===== config.mk =====
export PLATFORM = sky130hd
export DESIGN_NAME = muldiv_hilo
export DESIGN_NICKNAME = d
export VERILOG_FILES = /design/src/rtl/muldiv_hilo_pkg.sv /design/src/rtl/muldiv_hilo_cond_negate.sv /design/src/rtl/muldiv_hilo.sv
export SDC_FILE = /design/constraint.sdc
export NUM_CORES = 1
export LEC_CHECK = 0
export CAP_MARGIN = 20
export CORE_UTILIZATION = 50
export DETAILED_ROUTE_END_ITERATION = 10
export GPL_TIMING_DRIVEN = 0
export PLACE_DENSITY = 0.71
export SLEW_MARGIN = 20
export SYNTH_ARGS = -nofsm -noshare
export SYNTH_HDL_FRONTEND = slang
export SYNTH_SLANG_ARGS = --single-unit

===== constraint.sdc =====
create_clock -name clk -period 4.2 [get_ports clk]
set_input_delay 0.63 -clock clk [delete_from_list [all_inputs] [get_ports clk]]
set_output_delay 0.63 -clock clk [all_outputs]
set_load 0.02 [all_outputs]

===== src/rtl/muldiv_hilo_pkg.sv =====
// Shared op codes, FSM states and decode helpers for the iterative multiply/divide unit.
package muldiv_pkg;

  typedef enum logic [2:0] {
    OP_MULT  = 3'd0,
    OP_MULTU = 3'd1,
    OP_DIV   = 3'd2,
    OP_DIVU  = 3'd3,
    OP_MTHI  = 3'd4,
    OP_MTLO  = 3'd5
  } op_e;

  typedef enum logic [1:0] {
    S_IDLE = 2'd0,
    S_RUN  = 2'd1,
    S_FIX  = 2'd2
  } state_e;

  // Codes 0..3 are the iterative ops; bit 1 separates divide from multiply.
  function automatic logic op_is_iter(input logic [2:0] op);
    return !op[2];
  endfunction

  function automatic logic op_is_signed(input logic [2:0] op);
    return (op == OP_MULT) || (op == OP_DIV);
  endfunction

endpackage


===== src/rtl/muldiv_hilo_cond_negate.sv =====
// Combinational conditional two's-complement negate; zero latency, no flow control.
module cond_negate #(
  parameter int W = 32
) (
  input  logic         i_neg,
  input  logic [W-1:0] i_dat,
  output logic [W-1:0] o_dat
);

  assign o_dat = i_neg ? (~i_dat + W'(1)) : i_dat;

endmodule


===== src/rtl/muldiv_hilo.sv =====
// Radix-2 iterative MULT/MULTU/DIV/DIVU with HI/LO; 33 busy cycles, done pulse on commit.
// start is ignored while busy (no queueing); MTHI/MTLO complete in one cycle from IDLE.
module muldiv_hilo
  import muldiv_pkg::*;
#(
  parameter int WIDTH = 32
) (
  input  logic             clk,
  input  logic             rst_n,
  input  logic             start,
  input  logic [2:0]       op,
  input  logic [WIDTH-1:0] rs_val,
  input  logic [WIDTH-1:0] rt_val,
  output logic             busy,
  output logic             done,
  output logic [WIDTH-1:0] hi,
  output logic [WIDTH-1:0] lo
);

  localparam int ITERS = WIDTH;
  localparam int CW    = $clog2(ITERS);

  state_e             r_state;
  logic [CW-1:0]      r_cnt;
  logic               r_is_div;
  logic               r_neg_q;
  logic               r_neg_r;
  logic               r_div0;
  logic               r_done;
  logic [WIDTH-1:0]   r_opd;
  logic [WIDTH-1:0]   r_hi;
  logic [WIDTH-1:0]   r_lo;
  logic [2*WIDTH-1:0] r_acc;

  state_e             w_state_nxt;
  logic               w_busy;
  logic               w_a_neg;
  logic               w_b_neg;
  logic [WIDTH-1:0]   w_a_mag;
  logic [WIDTH-1:0]   w_b_mag;
  logic [WIDTH-1:0]   w_q_fix;
  logic [WIDTH-1:0]   w_r_fix;
  logic [2*WIDTH-1:0] w_p_fix;
  logic [2*WIDTH-1:0] w_acc_step;
  logic [WIDTH:0]     w_add;
  logic [WIDTH:0]     w_rem_sh;
  logic [WIDTH:0]     w_sub;

  assign w_a_neg = op_is_signed(op) & rs_val[WIDTH-1];
  assign w_b_neg = op_is_signed(op) & rt_val[WIDTH-1];

  cond_negate #(.W(WIDTH)) u_a_mag (.i_neg(w_a_neg), .i_dat(rs_val), .o_dat(w_a_mag));
  cond_negate #(.W(WIDTH)) u_b_mag (.i_neg(w_b_neg), .i_dat(rt_val), .o_dat(w_b_mag));

  cond_negate #(.W(WIDTH)) u_q_fix (.i_neg(r_neg_q), .i_dat(r_acc[WIDTH-1:0]),       .o_dat(w_q_fix));
  cond_negate #(.W(WIDTH)) u_r_fix (.i_neg(r_neg_r), .i_dat(r_acc[2*WIDTH-1:WIDTH]), .o_dat(w_r_fix));
  cond_negate #(.W(2*WIDTH)) u_p_fix (.i_neg(r_neg_q), .i_dat(r_acc), .o_dat(w_p_fix));

  // Multiply keeps {partial, multiplier} in r_acc; divide keeps {remainder, dividend/quotient}.
  always_comb begin
    w_add    = {1'b0, r_acc[2*WIDTH-1:WIDTH]} + (r_acc[0] ? {1'b0, r_opd} : '0);
    w_rem_sh = r_acc[2*WIDTH-1:WIDTH-1];
    w_sub    = w_rem_sh - {1'b0, r_opd};
    if (r_is_div) begin
      if (w_sub[WIDTH])
        w_acc_step = {w_rem_sh[WIDTH-1:0], r_acc[WIDTH-2:0], 1'b0};
      else
        w_acc_step = {w_sub[WIDTH-1:0], r_acc[WIDTH-2:0], 1'b1};
    end else begin
      w_acc_step = {w_add, r_acc[WIDTH-1:1]};
    end
  end

  always_comb begin
    w_state_nxt = r_state;
    w_busy      = (r_state != S_IDLE);
    case (r_state)
      S_IDLE:  if (start && op_is_iter(op)) w_state_nxt = S_RUN;
      S_RUN:   if (r_cnt == CW'(ITERS - 1)) w_state_nxt = S_FIX;
      S_FIX:   w_state_nxt = S_IDLE;
      default: w_state_nxt = S_IDLE;
    endcase
  end

  always_ff @(posedge clk) begin
    if (!rst_n) begin
      r_state  <= S_IDLE;
      r_cnt    <= '0;
      r_is_div <= 1'b0;
      r_neg_q  <= 1'b0;
      r_neg_r  <= 1'b0;
      r_div0   <= 1'b0;
      r_done   <= 1'b0;
      r_opd    <= '0;
      r_acc    <= '0;
      r_hi     <= '0;
      r_lo     <= '0;
    end else begin
      r_state <= w_state_nxt;
      r_done  <= 1'b0;
      case (r_state)
        S_IDLE: begin
          if (start && op_is_iter(op)) begin
            r_cnt    <= '0;
            r_is_div <= op[1];
            r_neg_q  <= w_a_neg ^ w_b_neg;
            r_neg_r  <= w_a_neg;
            r_div0   <= op[1] && (rt_val == '0);
            r_opd    <= op[1] ? w_b_mag : w_a_mag;
            r_acc    <= {{WIDTH{1'b0}}, (op[1] ? w_a_mag : w_b_mag)};
          end else if (start && (op == OP_MTHI)) begin
            r_hi   <= rs_val;
            r_done <= 1'b1;
          end else if (start && (op == OP_MTLO)) begin
            r_lo   <= rs_val;
            r_done <= 1'b1;
          end
        end
        S_RUN: begin
          r_acc <= w_acc_step;
          r_cnt <= r_cnt + CW'(1);
        end
        S_FIX: begin
          r_done <= 1'b1;
          if (r_is_div) begin
            // A zero divisor leaves |A| as remainder; re-applying A's sign restores rs_val exactly.
            r_hi <= w_r_fix;
            r_lo <= r_div0 ? '1 : w_q_fix;
          end else begin
            {r_hi, r_lo} <= w_p_fix;
          end
        end
        default: ;
      endcase
    end
  end

  assign busy = w_busy;
  assign done = r_done;
  assign hi   = r_hi;
  assign lo   = r_lo;

endmodule


==> key figures <==
Outcome
  – Status: completed

Detailed routing
  – DRT Wirelength: 66.0 mm
  – DR DRC count: 0
  – Initial DRC Count: between 2000 and 2500
  – Routed vias: 16800
  – Drt wl/cell: 26.1 um
  – Vias/cell: about 6.6
  – Top sig layer: met4
  – Wl on met1: around 27 mm
  – Met3 routed WL: 7.99 mm
  – Pre-antenna DRT Iters: 6
  – Met2 wire length: 27.5 mm
  – Post-DRT Antenna Nets: 0

STA
  – Final max-slew violation count: 0
  – Measured slew at the worst slew-check pin: 1.17 ns
  – RSZ-0062 raised after global routing: no
  – Final Hold Vio Count: 0
  – Final setup violation count: 0
  – Fmax: approximately 250 MHz
  – Headroom to the max-slew limit: 0.220
  – Worst setup margin: 0.143 ns
  – Final worst-path cycle share: 0.966
  – Setup_tns: 0 ns
  – Min cycle time layout: 4.06 ns
  – Worst Skew: 0.0145 ns

Placement
  – Pre-CTS setup slack: -0.826 ns
  – Post-DP Area: approximately 17000 um2
  – HPWL after DPL: 52.7 mm
  – Gpl congestion: 1.05
  – IO buf count: 131

Pwr
  – Sw Ratio: 0.377
  – Overall power: 5.05 mW
  – Cell Pwr Density: between 200 and 300 nW/um2
  – P_leak: 6.46 nW
  – Worst vdd ir: between 0.2 and 0.25 mV
  – Share of power burned in the clock network: 0.340
  – Combinational power share: 0.303
  – Flop pwr share: 0.357
  – Internal power: around 3.1 mW
  – Net Sw Power: ~1.9 mW

Synth
  – Post-synth top area share: 0.234
  – Largest cells by area after synthesis: dfxtp_1 23%, mux2i_1 8.5%, a21oi_1 6.2%, ha_1 5.9%, nor2_1 5.6%
  – Post-synth EDFFs: 0
  – Synthesized instance count: between 1500 and 2000
  – Async SR Flop Fraction: 0
  – Synthesized net count: 2120
  – Synth area leader: dfxtp_1
  – Distinct cells, synth: 72
  – Synth warnings: 0
  – Yosys reg bits: 172
  – Syn avg cell area: 7.45 um2
  – Cell Area, Synth: 14700 um2
  – Most common flop cell mapped by yosys: dfxtp_1
  – Sequential share of the synthesized area: 0.234

Die
  – Die Area: just over 30000 um2
  – IO Pins: roughly 140
  – Die Width: 174 um
  – Starting Density: 0.510
  – Height of the die: 174 um
  – Core footprint: 28900 um2
  – # rows: 62

Cells and area
  – Antenna Cells: 0
  – Fin util: 0.597
  – Nets: 2271
  – Area grow syn2layout: 16.9%
  – Design Area, Final: 17200 um2
  – Share of layout cells above drive strength 1: 0.0406

Clocking
  – Clk sinks: between 150 and 200
  – Worst-skew pair later-pin latency: 0.46 ns
  – Clock tree buffer depth: 2
  – TritonCTS clock tree: yes
  – Worst-path clk slew: approximately 0.08 ns
  – # hold bufs at CTS: 0
  – Root buf cell: clkbuf_16
  – CTS Buf Count: 17
  – H-tree levels: 4

Setup path
  – WP data required: 4.52 ns
  – CP max FO: 6
  – FF-to-FF Start: r_acc[0]$_SDFFE_PN0P_
  – Startpoint class of the critical path: primary input
  – Arrival time at the worst endpoint: approximately 4.4 ns
  – Endpoint class of the critical path: flip-flop
  – Worst setup path start: rs_val[10]
  – Crit Path Category: in2reg

GRT
  – Vias in the first global route: 15400
  – Largest net degree at the start of global routing: 18
  – GRT Total Usage: 0.428
  – First-pass GRT wire length: between 90 and 100 mm
  – Initial antenna violation count: 1
  – Grt total ovfl: 0

Worst hold path
  – HP Class: reg2reg
  – HP Start: r_cnt[3]$_SDFFE_PN0P_

Job
  – Maxcap violations: 0
cells by family after synthesis:
kind of cell,count (synthesis),share of synthesized area
compound gates,612,0.261
simple gates,607,0.192
buf+inv,203,0.0525
flops,172,0.234
xor+xnor,171,0.102
mux,141,0.0972
fa+ha+maj,72,0.0622
per-stage QoR:
| stage | hold slack (ns) | std cells |
|---|---|---|
| finish | 0.462 | 2526 |
| global route | 0.481 | 2526 |
| CTS | 0.457 | 2524 |
| detailed placement | 0.446 | 2493 |
| global placement | 0.444 | 2493 |
| floorplan | 0.415 | 1978 |
critical path, stage by stage:
cell	delay, ns
clkdlybuf4s50_1	0.75
or4_1	0.68
or4_1	0.48
or4_1	0.65
nor3_1	0.37
a21oi_1	0.14
xor2_1	0.20
a311oi_1	0.35
a21oi_1	0.11
cells in the mapped netlist, types with 39 or more instances:
cell      count
nor2_1      218
inv_1        69
dfxtp_1     172
mux2i_1     125
o21ai_0     147
nand2_1     168
xnor2_1      86
ha_1         70
clkbuf_1    119
a211oi_1     39
nor3_1       49
a21oi_1     183
xor2_1       85
worst paths after layout:
path / end / depth (start not counted) / slack, ns
setup reg to reg: hi[10]$_SDFFE_PN0P_ / 12 / 0.15
hold / removal: r_cnt[3]$_SDFFE_PN0P_ / 1 / 0.46
setup / recovery: r_acc[26]$_SDFFE_PN0P_ / 9 / 0.14
hold reg to reg: r_cnt[3]$_SDFFE_PN0P_ / 1 / 0.46
flip-flops by register name, summed over array words and instances, names as in the netlist:
register,cells
hi,32
r_div0,1
r_neg_q,1
r_acc,64
lo,32
done,1
r_state,2
r_opd,32
r_cnt,5
r_neg_r,1
r_is_div,1
layout make-up:
| class | instances | area [um2] |
|---|---|---|
| clock buffers | 17 | 425 |
| multi-input cells | 1603 | 10600 |
| flip-flops and latches | 172 | 3440 |
| well taps | 384 | 480 |
| repair buffers | 133 | 1330 |
| clock inverters | 15 | 176 |
| fillers | 2805 | 11600 |
| plain buffers | 131 | 517 |
| inverters | 71 | 267 |
power by group through the flow:
stage	Clock, mW	Sequential, mW	Combinational (mW)
3_5_place_dp	0	1.84	1.46
5_1_grt	1.77	1.81	1.61
6_report	1.72	1.81	1.53
4_1_cts	1.71	1.80	1.47
2_1_floorplan	0	1.81	0.924
3_3_place_gp	0	1.84	1.44
what timing repair did:
item,4_1_cts,5_1_grt
setup endpoints to repair,30,26
gates resized for setup,12,16
setup buffers,0,2
pin swaps,0,1
placed cells by master, fill, tap and decap left out, drive strengths merged, types with 6 or more instances in the layout:
cell           count
a2111oi            7
a211oi            39
a21o              17
a21oi            183
a221oi            27
a22oi             21
a311oi             6
a31oi             21
and2              12
and3               6
buf               17
clkbuf           133
clkdlybuf4s50    131
dfxtp            172
ha                70
inv               79
mux2              16
mux2i            125
nand2            168
nand2b            20
nand3             25
nand4             14
nor2             219
nor2b             12
nor3              49
nor4              21
o211ai            23
o21a              12
o21ai            151
o21bai             9
o221ai             6
o22ai             20
o31ai             30
o41ai              7
or2                7
or3               12
or4               21
xnor2             86
xor2              85
metal layers:
| metal | GRT usage | vias up |
|---|---|---|
| met5 | 0 | - |
| met4 | 0.212 | 0 |
| met3 | 0.101 | 163 |
| met2 | 0.630 | 1097 |
| met1 | 0.582 | 7986 |
| li1 | - | 7516 |
Note: power is estimated with default switching activity, not from simulation.
